<file path="src/rtl/mips_pkg.sv">
// Shared decode constants and FSM state type for the EX-stage multiply/divide unit.
package mips_pkg;

    localparam logic [1:0] ALUOP_RTYPE = 2'b10;

    localparam logic [5:0] FN_MFHI  = 6'b010000;
    localparam logic [5:0] FN_MTHI  = 6'b010001;
    localparam logic [5:0] FN_MFLO  = 6'b010010;
    localparam logic [5:0] FN_MTLO  = 6'b010011;
    localparam logic [5:0] FN_MULT  = 6'b011000;
    localparam logic [5:0] FN_MULTU = 6'b011001;
    localparam logic [5:0] FN_DIV   = 6'b011010;
    localparam logic [5:0] FN_DIVU  = 6'b011011;

    typedef enum logic [1:0] {
        IDLE = 2'd0,
        BUSY = 2'd1,
        DONE = 2'd2
    } state_e;

endpackage

</file>
<file path="src/rtl/muldiv_iter.sv">
// Iteration datapath: one shift-add multiply step or one restoring-divide step per cycle
// on a 64-bit {upper, lower} register. Operands are unsigned magnitudes.
module muldiv_iter #(
    parameter int XLEN = 32
) (
    input  logic              clk,
    input  logic              rst_n,
    input  logic              load,
    input  logic              step,
    input  logic              load_div,
    input  logic [XLEN-1:0]   a,
    input  logic [XLEN-1:0]   b,
    output logic [2*XLEN-1:0] acc_next
);

    logic [2*XLEN-1:0] acc_q, acc_d;
    logic [XLEN-1:0]   b_q, b_d;
    logic              div_q, div_d;
    logic [XLEN:0]     add_sum;
    logic [XLEN:0]     rem_sh;
    logic [XLEN:0]     diff;

    // Multiply: lower half holds the multiplier, shifted out LSB-first while the sum enters on top.
    // Divide: upper half is the partial remainder, quotient bits shift into the lower half.
    always_comb begin
        add_sum = {1'b0, acc_q[2*XLEN-1:XLEN]} + (acc_q[0] ? {1'b0, b_q} : '0);
        rem_sh  = acc_q[2*XLEN-1:XLEN-1];
        diff    = rem_sh - {1'b0, b_q};
        if (div_q) begin
            if (!diff[XLEN]) begin
                acc_next = {diff[XLEN-1:0], acc_q[XLEN-2:0], 1'b1};
            end else begin
                acc_next = {rem_sh[XLEN-1:0], acc_q[XLEN-2:0], 1'b0};
            end
        end else begin
            acc_next = {add_sum, acc_q[XLEN-1:1]};
        end
    end

    always_comb begin
        acc_d = acc_q;
        b_d   = b_q;
        div_d = div_q;
        if (load) begin
            acc_d = {{XLEN{1'b0}}, a};
            b_d   = b;
            div_d = load_div;
        end else if (step) begin
            acc_d = acc_next;
        end
    end

    always_ff @(posedge clk or negedge rst_n) begin
        if (!rst_n) begin
            acc_q <= '0;
            b_q   <= '0;
            div_q <= 1'b0;
        end else begin
            acc_q <= acc_d;
            b_q   <= b_d;
            div_q <= div_d;
        end
    end

endmodule

</file>
<file path="src/rtl/muldiv_unit.sv">
// EX-stage iterative multiply/divide unit owning HI/LO; stalls the pipeline while an
// operation iterates and serves mfhi/mflo/mthi/mtlo from IDLE.
module muldiv_unit
    import mips_pkg::*;
#(
    parameter int XLEN = 32
) (
    input  logic            clk,
    input  logic            rst_n,
    input  logic            ex_valid,
    input  logic [1:0]      ALUOp,
    input  logic [5:0]      funct,
    input  logic [XLEN-1:0] rs_val,
    input  logic [XLEN-1:0] rt_val,
    output logic            stall,
    output logic            busy,
    output logic            mf_valid,
    output logic [XLEN-1:0] mf_result,
    output logic [XLEN-1:0] hi,
    output logic [XLEN-1:0] lo,
    output state_e          dbg_state
);

    localparam int CNT_W = $clog2(XLEN);

    state_e            state_q, state_d;
    logic [CNT_W-1:0]  cnt_q, cnt_d;
    logic              div_q, div_d;
    logic              neg_q, neg_d;
    logic              rneg_q, rneg_d;
    logic              dz_q, dz_d;
    logic [XLEN-1:0]   rs_q, rs_d;
    logic [XLEN-1:0]   hi_q, hi_d;
    logic [XLEN-1:0]   lo_q, lo_d;

    logic              dec_ok, is_start, is_div, is_signed, a_neg, b_neg, last;
    logic [XLEN-1:0]   a_mag, b_mag, quo, rem;
    logic [2*XLEN-1:0] acc_next, prod;

    // Instruction inputs only matter in IDLE; in BUSY/DONE the EX slot is the frozen muldiv.
    always_comb begin
        dec_ok    = ex_valid && (ALUOp == ALUOP_RTYPE) && (state_q == IDLE);
        is_start  = dec_ok && ((funct == FN_MULT) || (funct == FN_MULTU) ||
                               (funct == FN_DIV)  || (funct == FN_DIVU));
        is_div    = funct[1];
        is_signed = !funct[0];
        a_neg     = is_signed && rs_val[XLEN-1];
        b_neg     = is_signed && rt_val[XLEN-1];
        a_mag     = a_neg ? -rs_val : rs_val;
        b_mag     = b_neg ? -rt_val : rt_val;
    end

    muldiv_iter #(.XLEN(XLEN)) u_iter (
        .clk      (clk),
        .rst_n    (rst_n),
        .load     (is_start),
        .step     (state_q == BUSY),
        .load_div (is_div),
        .a        (a_mag),
        .b        (b_mag),
        .acc_next (acc_next)
    );

    always_comb begin
        quo  = acc_next[XLEN-1:0];
        rem  = acc_next[2*XLEN-1:XLEN];
        prod = neg_q ? -acc_next : acc_next;
        last = (state_q == BUSY) && (cnt_q == CNT_W'(XLEN-1));
    end

    always_comb begin
        state_d = state_q;
        cnt_d   = cnt_q;
        div_d   = div_q;
        neg_d   = neg_q;
        rneg_d  = rneg_q;
        dz_d    = dz_q;
        rs_d    = rs_q;
        hi_d    = hi_q;
        lo_d    = lo_q;
        case (state_q)
            IDLE: begin
                if (is_start) begin
                    div_d   = is_div;
                    neg_d   = a_neg ^ b_neg;
                    rneg_d  = is_div && a_neg;
                    dz_d    = is_div && (rt_val == '0);
                    rs_d    = rs_val;
                    cnt_d   = '0;
                    state_d = BUSY;
                end else if (dec_ok && (funct == FN_MTHI)) begin
                    hi_d = rs_val;
                end else if (dec_ok && (funct == FN_MTLO)) begin
                    lo_d = rs_val;
                end
            end
            BUSY: begin
                cnt_d = cnt_q + CNT_W'(1);
                if (last) begin
                    state_d = DONE;
                    // Divide by zero still runs the full iteration count, then is overridden.
                    if (dz_q) begin
                        hi_d = rs_q;
                        lo_d = '1;
                    end else if (div_q) begin
                        hi_d = rneg_q ? -rem : rem;
                        lo_d = neg_q ? -quo : quo;
                    end else begin
                        hi_d = prod[2*XLEN-1:XLEN];
                        lo_d = prod[XLEN-1:0];
                    end
                end
            end
            DONE:    state_d = IDLE;
            default: state_d = IDLE;
        endcase
    end

    always_ff @(posedge clk or negedge rst_n) begin
        if (!rst_n) begin
            state_q <= IDLE;
            cnt_q   <= '0;
            div_q   <= 1'b0;
            neg_q   <= 1'b0;
            rneg_q  <= 1'b0;
            dz_q    <= 1'b0;
            rs_q    <= '0;
            hi_q    <= '0;
            lo_q    <= '0;
        end else begin
            state_q <= state_d;
            cnt_q   <= cnt_d;
            div_q   <= div_d;
            neg_q   <= neg_d;
            rneg_q  <= rneg_d;
            dz_q    <= dz_d;
            rs_q    <= rs_d;
            hi_q    <= hi_d;
            lo_q    <= lo_d;
        end
    end

    always_comb begin
        busy      = (state_q == BUSY);
        stall     = is_start || busy;
        mf_valid  = dec_ok && ((funct == FN_MFHI) || (funct == FN_MFLO));
        mf_result = '0;
        if (mf_valid) begin
            mf_result = (funct == FN_MFHI) ? hi_q : lo_q;
        end
        hi        = hi_q;
        lo        = lo_q;
        dbg_state = state_q;
    end

endmodule

</file>
<file path="config.mk">
export PLATFORM = sky130hd
export DESIGN_NAME = muldiv_unit
export DESIGN_NICKNAME = d
export VERILOG_FILES = /design/src/rtl/mips_pkg.sv /design/src/rtl/muldiv_iter.sv /design/src/rtl/muldiv_unit.sv
export SDC_FILE = /design/constraint.sdc
export NUM_CORES = 1
export LEC_CHECK = 0
export CAP_MARGIN = 20
export CORE_ASPECT_RATIO = 2
export CORE_MARGIN = 5
export CORE_UTILIZATION = 33
export CTS_CLUSTER_DIAMETER = 200
export DETAILED_ROUTE_END_ITERATION = 8
export PLACE_DENSITY_LB_ADDON = 0.15
export SETUP_SLACK_MARGIN = 0.15
export SYNTH_ARGS = -nofsm -noshare
export SYNTH_HDL_FRONTEND = slang
export SYNTH_SLANG_ARGS = --single-unit
</file>
<file path="constraint.sdc">
create_clock -name clk -period 10.5 [get_ports clk]
set_clock_uncertainty 0.15 [all_clocks]
set_input_delay 2.1 -clock clk [delete_from_list [all_inputs] [get_ports clk]]
set_output_delay 2.1 -clock clk [all_outputs]
set_load 0.005 [all_outputs]
</file>
Word level (Yosys, flattened, before mapping)
Index checks and enable logic that the tools add are counted.
W data, S select, Z words.

cells by class
  add/subtract/negate cells = 8
  multiply operators = 0
  div/mod/pow operators = 0
  order comparisons = 0
  eq/ne operators = 17
  shift-type cells = 0
  muxes and demuxes = 30
  bitwise operators = 1
  reduce and logical (&&, ||, !) cells = 26

operators with widths
  kind                   count
  $mux W32               18
  $mux W64               5
  $neg A32 Y32           4
  $pmux W32 S2           2
  $neg A64 Y64           1
  $eq A6 B5 Y1 const B   8
  $add A32 B33 Y33       1
  $sub A33 B32 Y33       1
  $logic_not A32 Y1      1
  $logic_and A1 B1 Y1    11
  $pmux W5 S2            1
  $ne A2 B1 Y1 const B   3
  $ne A2 B2 Y1 const B   3
  $reduce_and A2 Y1      3
  $add A5 B1 Y5 const B  1
  $eq A5 B5 Y1 const B   1
  $logic_or A1 B1 Y1     5
  $mux W5                1
  $reduce_and A5 Y1      1
  $mux W2                2
  $pmux W2 S2            1
  $reduce_and A4 Y1      1
  $reduce_bool A2 Y1     2
  $eq A2 B1 Y1 const B   1
  4 further kinds        4

storage, ports and cells
  bits in registers = 204
  latch bits = 0
  bits in writable memories = 0
  bits in read-only memories = 0
  bits of input ports = 75
  output and inout bits = 101
  word-level logic and storage cells = 94
  memories kept = 0

Depth between registers and ports, before layout
Gate-level depths: netlist of run 1.

  word-level depth = 9
  depth in mapped cells = 26
  gate-level depth less buffers = 24

Hierarchy
A second synthesis of run 1 with hierarchy kept.

unflattened totals
  cell total of the unflattened synthesis = 2,255
  area, all modules = 17,299.1 sq um

by module, submodules not included
  module       times used  cells an instance  area each (sq um)  sequential area each (sq um)
  muldiv_iter  1           1,076              8,780.9            2,427.3
  muldiv_unit  1           1,179              8,518.2            2,677.6

Worst setup path before layout of run 1
No wires, ideal clock.

  path type = reg-to-reg
  start point = register u_iter.acc_q[31]
  end point = register hi_q[22] (netlist: hi[22])
  data arrival time = 5,476 ps
  required time = 10,224 ps
  path slack = 4,748 ps
  cell stages (with the launch flop) = 27
  period minus slack after synthesis = 5,752 ps
  path through = dfrtp_1 inv_1 ha_1 inv_1 fa_1 a211oi_1 nor4_1 nor3_2 o32ai_4 or3_1 buf_6 clkbuf_4 nand3_1 and2_1 ha_1 nand2_1 or2_2 or3_1 nor2_1 nand4_1 o21ai_0 nand3b_1 o21ai_0 nor2b_2 a31oi_1 xor2_1 a221o_1

between the ends
  longest elaborated chain between the ends = 9
  elaborated cells on any way between the ends = 11

RTL lines
  what                                                 line                                   RTL
  start: declaration                                   muldiv_iter.sv:16                      logic [2*XLEN-1:0] acc_q, acc_d;
  start signal: assignment                             muldiv_iter.sv:55                      acc_q <= '0;
  start signal: assignment                             muldiv_iter.sv:59                      acc_q <= acc_d;
  $sub A33 B32 Y33                                     muldiv_iter.sv:28                      diff = rem_sh - {1'b0, b_q};
  $mux W64                                             muldiv_iter.sv:30                      if (!diff[XLEN]) begin
  $mux W64 (*)                                         muldiv_iter.sv:29                      if (div_q) begin
  $neg A64 Y64 / $neg A32 Y32 (equally long branches)  muldiv_unit.sv:67, muldiv_unit.sv:106
  $mux W64 / $mux W32 (equally long branches)          muldiv_unit.sv:67, muldiv_unit.sv:106
  $mux W32 (*)                                         muldiv_unit.sv:105                     end else if (div_q) begin
  $mux W32 (*)                                         muldiv_unit.sv:102                     if (dz_q) begin
  $mux W32 (*)                                         muldiv_unit.sv:99                      if (last) begin
  $pmux W32 S2 (*)                                     muldiv_unit.sv:81                      case (state_q)
  end signal: assignment                               muldiv_unit.sv:138                     hi_q <= hi_d;
  end: declaration                                     muldiv_unit.sv:33                      logic [XLEN-1:0] hi_q, hi_d;

Mark *: on every way between the ends. The rest lies on a longest branch, timed or not. The select of a mux whose other input is x is not followed.
A chain may end at the register's enable or synchronous reset.

Worst setup path after layout of run 1
  start point = register u_iter.acc_q[31]
  end point = register hi_q[26] (netlist: hi[26])

The elaborated chain is that of the path after synthesis.

==> results.yml, run 1 <==
logic_synthesis:
  number_of_synthesized_register_bits: 204
  synthesized_netlist_cell_count: 2290
  synth.net_count: 2437
  synth_enable_flop_cells: 0
  sequential_element_share_of_the_synthesized_area_pct: 29.64
  synth_area_per_cell_um2: 7.520
  async_set_or_reset_flop_fraction_in_the_synthesized_netlist_pct: 100.0
  synthDominantCellAreaShare_pct: 29.64
  netlist_top_cells_area: "sky130_fd_sc_hd__dfrtp_1 30%, sky130_fd_sc_hd__nand2_1 9.0%, sky130_fd_sc_hd__o21ai_0 6.8%"
  synth_cell_type_count: 95
  synth_area_um2: 17220
  synth_ff_type: "sky130_fd_sc_hd__dfrtp_1"
  synth_top_area_cell: "sky130_fd_sc_hd__dfrtp_1"
  yosys_warnings: 0
clocking:
  cts-buffers-inserted: 23
  clock-sinks: 204
  clock_path_buffers: 3
  cts_root_buffer: "sky130_fd_sc_hd__clkbuf_16"
  cts_hold_repair.buffers: 0
  tritoncts: "done"
  clkTransAtPathRegs_ns: 0.07
  postCtsSetupBuffers: 0
  number_of_gates_resized_after_cts: 0
  clock_insertion_delay_worst_skew_ns: 0.53
  cts_max_level: 1
setup_path:
  critical_path_required_ns: 10.77
  setup.worst_path.end_class: "register"
  worst_r2r_path_depth: 24
  crit_arrival_ns: 7.68
  timing.setup.critical_path_class: "reg -> reg"
  crit_path_max_fanout: 18
  category_of_the_worst_setup_path_launch_point: "register"
timing:
  slew_violations: 0
  final_min_period_over_clock_period_pct: 70.60
  worstMarginPinSlew_ns: 1.020
  fmax_ghz: 0.1349
  rsz_0062_raised_after_global_routing: "no"
  max-slew-margin-rel_pct: 31.82
  report.final.setup_viol: 0
  worst_slack_setup_final_ns: 3.087
  fin_tns_setup_ns: 0
  final_hold_viol_count: 0
  finalCriticalPeriod_ns: 7.413
drt:
  wirelength_um: 77910
  num_vias: 17970
  drt_first_pass_iters: 5
  drt_iter0_markers: 1085
  antenna_left: 0
  route.detailed.drc: 0
  wl_per_cell_um: 25.53
  vias_per_cell: 5.887
hold_path:
  hold_path_class: "reg -> reg"
  worst_hold_path.num_cells: 2
floorplanning:
  floorplan.rows: 118
  starting_density_pct: 33.23
  die_height_um: 333.1
  ios: 176
  placeableCoreArea_um2: 51820
  die_area_um2: 57130
  chipWidth_um: 171.5
global_routing:
  grt_util_met2_pct: 50.01
  global_route.peak_usage_layer: "met2"
  global_route.usage.total_pct: 26.68
  global_route.overflow_total: 0
  grt_start_max_net_pins: 92
  grt_util_met1_pct: 25.29
  met3_capacity_usage_during_global_routing_pct: 2.525
  initial_antenna_violation_count: 1
  first_global_vias: 18630
  grt_pass1_wl_um: 116000
placement:
  hpwlAfterDp_um: 61700
  detailed_place.area_um2: 19520
  gp_congestion: 0.9927
  detailedPlace.worstSlack_ns: 3.117
  port_buffers: 175
final_layout:
  area_growth_pct: 17.94
  num-nets-final: 2524
  drive_above_1_share_pct: 5.186
  stdcell_area_um2: 20310
  fillers: 5377
status:
  run_status: "completed"
power_and_ir_drop:
  p_leak_nw: 8.454
  peakVddDrop_uv: 180.0
  power.density_cell_area_nw_per_um2: 322.3
run:
  timing.max_cap.violations: 0
[sequential cells by signal, indices dropped and copies added, names as in the netlist]
signal,cells
neg_q,1
div_q,1
cnt_q,5
lo,32
u_iter.b_q,32
u_iter.div_q,1
dbg_state,2
hi,32
dz_q,1
rneg_q,1
rs_q,32
u_iter.acc_q,64
[report_power, final]
part	internal (mW)	switching (mW)	total, mW
clock	0.474	0.353	0.827
combinational	1.58	2.63	4.21
sequential	1.07	0.430	1.50
[critical path: stages (launching register included)]
cell,delay [ns]
sky130_fd_sc_hd__dfrtp_1,0.36
sky130_fd_sc_hd__buf_4,0.17
sky130_fd_sc_hd__inv_1,0.06
sky130_fd_sc_hd__ha_1,0.15
sky130_fd_sc_hd__inv_1,0.05
sky130_fd_sc_hd__fa_1,0.40
sky130_fd_sc_hd__a211oi_1,0.48
sky130_fd_sc_hd__nor4_1,0.22
sky130_fd_sc_hd__nor3_2,0.45
sky130_fd_sc_hd__o32ai_4,0.20
sky130_fd_sc_hd__or3_1,0.67
sky130_fd_sc_hd__nand3_1,0.42
sky130_fd_sc_hd__and2_1,0.25
sky130_fd_sc_hd__ha_1,0.19
sky130_fd_sc_hd__nand2_1,0.07
sky130_fd_sc_hd__or2_2,0.34
sky130_fd_sc_hd__or3_1,0.45
sky130_fd_sc_hd__nor2_1,0.21
sky130_fd_sc_hd__nand4_1,0.23
sky130_fd_sc_hd__o21ai_0,0.61
sky130_fd_sc_hd__o21ai_0,0.34
sky130_fd_sc_hd__nor3_1,0.20
sky130_fd_sc_hd__a21oi_1,0.11
sky130_fd_sc_hd__xnor2_1,0.16
sky130_fd_sc_hd__a221o_1,0.34
[stage by stage]
step | instances | hold WS (ns) | total power, mW | util, %
2_1_floorplan | 2290 | 0.2876 | 4.012 | -
3_3_place_gp | 3010 | 0.3016 | 5.662 | 37.66
3_5_place_dp | 3010 | 0.3073 | 5.668 | 37.66
4_1_cts | 3049 | 0.3237 | 6.532 | 39.08
5_1_grt | 3051 | 0.3562 | 6.961 | 39.19
6_report | 3052 | 0.3278 | 6.545 | 39.19
[cells in the mapped netlist, types with 10 or more instances]
| library cell | count |
|---|---|
| sky130_fd_sc_hd__nand2_1 | 414 |
| sky130_fd_sc_hd__o21ai_0 | 234 |
| sky130_fd_sc_hd__dfrtp_1 | 204 |
| sky130_fd_sc_hd__a21oi_1 | 201 |
| sky130_fd_sc_hd__nor2_1 | 148 |
| sky130_fd_sc_hd__clkbuf_1 | 131 |
| sky130_fd_sc_hd__xnor2_1 | 81 |
| sky130_fd_sc_hd__inv_1 | 80 |
| sky130_fd_sc_hd__xor2_1 | 75 |
| sky130_fd_sc_hd__ha_1 | 70 |
| sky130_fd_sc_hd__o22ai_1 | 52 |
| sky130_fd_sc_hd__nor3_1 | 50 |
| sky130_fd_sc_hd__mux2i_1 | 43 |
| sky130_fd_sc_hd__nand3_1 | 41 |
| sky130_fd_sc_hd__and2_1 | 40 |
| sky130_fd_sc_hd__o211ai_1 | 28 |
| sky130_fd_sc_hd__a31oi_1 | 26 |
| sky130_fd_sc_hd__nand4_1 | 26 |
| sky130_fd_sc_hd__o31ai_1 | 23 |
| sky130_fd_sc_hd__and3_1 | 21 |
| sky130_fd_sc_hd__or3_1 | 21 |
| sky130_fd_sc_hd__a22o_1 | 18 |
| sky130_fd_sc_hd__a21o_1 | 16 |
| sky130_fd_sc_hd__a211oi_1 | 15 |
| sky130_fd_sc_hd__nor4_1 | 15 |
| sky130_fd_sc_hd__o21a_1 | 14 |
| sky130_fd_sc_hd__o21bai_1 | 10 |
[final timing paths]
check,slack [ns],from,endpoint
min in group asynchronous,1.40,rst_n,rs_q[17]$_DFFE_PN0P_
max in group asynchronous,7.38,rst_n,u_iter.acc_q[46]$_DFFE_PN0P_
max reg2reg,3.09,u_iter.acc_q[31]$_DFFE_PN0P_,hi[26]$_DFFE_PN0P_
min,0.33,rs_q[16]$_DFFE_PN0P_,rs_q[16]$_DFFE_PN0P_
min reg2reg,0.33,rs_q[16]$_DFFE_PN0P_,rs_q[16]$_DFFE_PN0P_
max,3.09,u_iter.acc_q[31]$_DFFE_PN0P_,hi[26]$_DFFE_PN0P_
[routing by layer]
layer | vias up | wire length (um)
met2 | 602 | 41680
met1 | 8713 | 25260
met3 | 269 | 2674
met4 | 0 | 8286
met5 | - | 0
li1 | 8383 | -
[layout by cell type, fill, tap and decap left out, drive strengths merged, types with 10 or more instances in the layout]
cell type and instances:
xor2 75, dfrtp 204, a21o 16, o21ai 239, o22ai 52, inv 82
ha 70, and3 21, and2 40, nand3 41, mux2i 43, xnor2 81
nand2 414, clkbuf 31, nor2b 10, or4 11, clkdlybuf4s50 174, a31oi 27
o21a 15, a22o 18, o211ai 29, or3 21, o31ai 23, a211oi 15
nor3 52, nor4 16, o21bai 10, a21oi 201, nand4 27, buf 37
nor2 149
[logic make-up (layout without fill, tap and decap cells)]
logic type / after synthesis / after routing / synth area share, %
AO/OA/AOI/OAI: 730 / 730 / 26.16
buffers and inverters: 231 / 332 / 5.210
XOR/XNOR: 156 / 156 / 7.934
other: 0 / 1 / 0
flip-flops: 204 / 204 / 29.64
adder cells (fa/ha/maj): 72 / 72 / 5.319
multiplexers: 51 / 51 / 3.023
AND/OR/NAND/NOR: 846 / 846 / 22.71
[final cells by class]
type / instances / area, um2 / share of cell area [%]
Multi-Input combinational cell: 1855 / 11260 / 55.44
Clock inverter: 8 / 100.1 / 0.4929
Timing Repair Buffer: 211 / 2067 / 10.18
Antenna cell: 1 / 2.502 / 0.01232
Inverter: 82 / 310.3 / 1.528
Sequential cell: 204 / 5109 / 25.15
Clock buffer: 31 / 635.6 / 3.130
Tap cell: 660 / 825.8 / 4.066
(Power assumes the default switching activity.)
==> run 2: changes to the inputs <==
clock period = 6.75 ns   (was 10.5 ns; I/O delays follow)
==> results.yml, run 2 (synthesized netlist as in run 1, its figures left out) <==
status:
  run_status: "completed"
clocking:
  cts_max_level: 1
  tritoncts: "done"
  clkTransAtPathRegs_ns: 0.07
  clock_insertion_delay_worst_skew_ns: 0.57
  cts-buffers-inserted: 23
  cts_hold_repair.buffers: 0
  cts_root_buffer: "sky130_fd_sc_hd__clkbuf_16"
  clock-sinks: 204
  clock_path_buffers: 3
final_layout:
  n_antenna_cell: 0
  registers.top_by_ff_count: "u_iter.acc_q"
  area_growth_pct: 19.36
  largest_reg_flops: 64
  stdcell_area_um2: 20550
  num-nets-final: 2551
  final_cell_mix: "414 x sky130_fd_sc_hd__nand2_1, 233 x sky130_fd_sc_hd__o21ai_0, 203 x sky130_fd_sc_hd__dfrtp_1"
  drive_above_1_share_pct: 6.369
  fillers: 5387
  layout_commonest_cell: "sky130_fd_sc_hd__nand2_1"
floorplanning:
  die_height_um: 333.1
  starting_density_pct: 33.23
  ios: 176
  placeableCoreArea_um2: 51820
  die_area_um2: 57130
  chipWidth_um: 171.5
  floorplan.rows: 118
drt:
  vias_per_cell: 5.888
  drt_iter0_markers: 1209
  highest-signal-layer: "met4"
  wl_met1_um: 26270
  route.detailed.drc: 0
  antenna_left: 0
  met3_routed_wl_um: 2841
  drt_first_pass_iters: 5
  wl_met2_um: 44720
  wl_per_cell_um: 26.81
  num_vias: 18120
  wirelength_um: 82510
power_and_ir_drop:
  power.internal_mw: 5.070
  clockPowerShare_pct: 12.7
  switching_fraction_pct: 52.54
  p_leak_nw: 8.601
  power.density_cell_area_nw_per_um2: 519.8
  seq_power_share_pct: 21.5
  power.share.combinational_pct: 65.7
  peakVddDrop_uv: 229.4
  totalPowerFinal_mw: 10.68
  netSwitchingPower_mw: 5.613
placement:
  gp_congestion: 1.009
  hpwlAfterDp_um: 64160
  port_buffers: 175
  detailed_place.area_um2: 19790
timing:
  max-slew-margin-rel_pct: 21.70
  slew_violations: 0
  fin_tns_setup_ns: 0
  final_hold_viol_count: 0
  report.final.setup_viol: 0
  fmax_ghz: 0.1615
  finalCriticalPeriod_ns: 6.191
  worstMarginPinSlew_ns: 1.162
  rsz_0062_raised_after_global_routing: "no"
  final_min_period_over_clock_period_pct: 91.72
global_routing:
  grt_pass1_wl_um: 120600
  first_global_vias: 18480
  grt_start_max_net_pins: 148
  initial_antenna_violation_count: 0
  global_route.usage.total_pct: 28.17
  global_route.overflow_total: 0
setup_path:
  critical_path_required_ns: 7.05
  category_of_the_worst_setup_path_launch_point: "register"
  setup.worst_path.end_class: "register"
  crit_chain: "ha_1 -> a21oi_1 -> o211ai_1 -> a221oi_2 -> o32ai_4 -> or3_1 -> nand3_1 -> and2_1 -> ha_1 -> nand2_1 -> or2_2 -> or3_1 -> nor2_1 -> nand4_1 -> o21ai_0 -> nand3b_1 -> o21ai_0 -> nor2b_2 -> a31oi_1 -> xor2_1 -> a221o_1"
  timing.critical_path.slowest_stage_cell: "sky130_fd_sc_hd__a21oi_1"
  crit_path_max_fanout: 10
  wp_buf_inv: 0
  crit_arrival_ns: 6.49
  crit_family: "simple AND/OR/NAND/NOR gates"
  slowest_delay_ns: 0.48
  timing.setup.critical_path_class: "reg -> reg"
run:
  timing.max_cap.violations: 0
hold_path:
  hold_path_class: "reg -> reg"
==> run 2: cell types whose count changed in the layout (fill, tap and decap cells not counted), moves of 2 or more <==
cell / delta
sky130_fd_sc_hd__inv_6: +2
sky130_fd_sc_hd__buf_12: +2
sky130_fd_sc_hd__buf_4: +26
sky130_fd_sc_hd__clkbuf_1: -2
==> run 2: per-stage QoR <==
stage               cells  utilization [%]  worst slack [ns]  hold slack, ns
floorplan            2290                -            0.9976          0.2876
global placement     3038            38.13            0.5793          0.3026
detailed placement   3039            38.18            0.5926          0.3061
CTS                  3078            39.65            0.5726          0.3223
global route         3078            39.66            0.2001          0.3481
finish               3078            39.66            0.5589          0.3225
==> run 2: layout make-up <==
type,instances,area [um2],area share [%]
clock buffers,29,628.1,3.056
clock inverters,10,135.1,0.6575
inverters,82,310.3,1.510
multi-input cells,1855,11270,54.84
flip-flops and latches,204,5109,24.86
well taps,660,825.8,4.018
repair buffers,238,2275,11.07
==> run 2: worst reg2reg max path: stages (launching register included) <==
cell and delay (ns):
sky130_fd_sc_hd__dfrtp_1 0.44, sky130_fd_sc_hd__ha_1 0.44, sky130_fd_sc_hd__a21oi_1 0.48, sky130_fd_sc_hd__o211ai_1 0.18
sky130_fd_sc_hd__a221oi_2 0.40, sky130_fd_sc_hd__o32ai_4 0.19, sky130_fd_sc_hd__or3_1 0.35, sky130_fd_sc_hd__nand3_1 0.14
sky130_fd_sc_hd__and2_1 0.19, sky130_fd_sc_hd__ha_1 0.18, sky130_fd_sc_hd__nand2_1 0.06, sky130_fd_sc_hd__or2_2 0.33
sky130_fd_sc_hd__or3_1 0.46, sky130_fd_sc_hd__nor2_1 0.22, sky130_fd_sc_hd__nand4_1 0.24, sky130_fd_sc_hd__o21ai_0 0.36
sky130_fd_sc_hd__nand3b_1 0.12, sky130_fd_sc_hd__o21ai_0 0.30, sky130_fd_sc_hd__nor2b_2 0.25, sky130_fd_sc_hd__a31oi_1 0.11
sky130_fd_sc_hd__xor2_1 0.18, sky130_fd_sc_hd__a221o_1 0.32
==> run 2: layer usage <==
layer	track usage, %	vias to the layer above
met4	23.35	0
met5	0	-
met2	53.72	627
li1	-	8418
met1	26.05	8804
met3	2.560	274
==> run 2: repair_timing <==
action | CTS | global route
resized for setup | 0 | 1
buffers inserted | 0 | 0
endpoints found under the setup margin | 0 | 1
hold endpoints to repair | 0 | 0
==> run 2: power groups by stage <==
stage                     clock (mW)  sequential [mW]  combinational (mW)
after floorplan                    0             2.03                4.21
after global placement             0             2.30                6.90
after detailed placement           0             2.31                6.90
after CTS                       1.39             2.30                6.95
after global routing            1.42             2.35                7.51
final                           1.36             2.30                7.02
==> run 2: path summary, 6_finish.rpt <==
check,start,to,slack [ns],cells after the start
setup reg to reg,u_iter.acc_q[40]$_DFFE_PN0P_,hi[22]$_DFFE_PN0P_,0.56,21
hold reg to reg,rs_q[19]$_DFFE_PN0P_,rs_q[19]$_DFFE_PN0P_,0.32,2
min in group asynchronous,rst_n,rs_q[9]$_DFFE_PN0P_,0.65,1
hold / removal,rs_q[19]$_DFFE_PN0P_,rs_q[19]$_DFFE_PN0P_,0.32,2
setup / recovery,u_iter.acc_q[40]$_DFFE_PN0P_,hi[22]$_DFFE_PN0P_,0.56,21
max in group asynchronous,rst_n,u_iter.b_q[26]$_DFFE_PN0P_,4.49,2
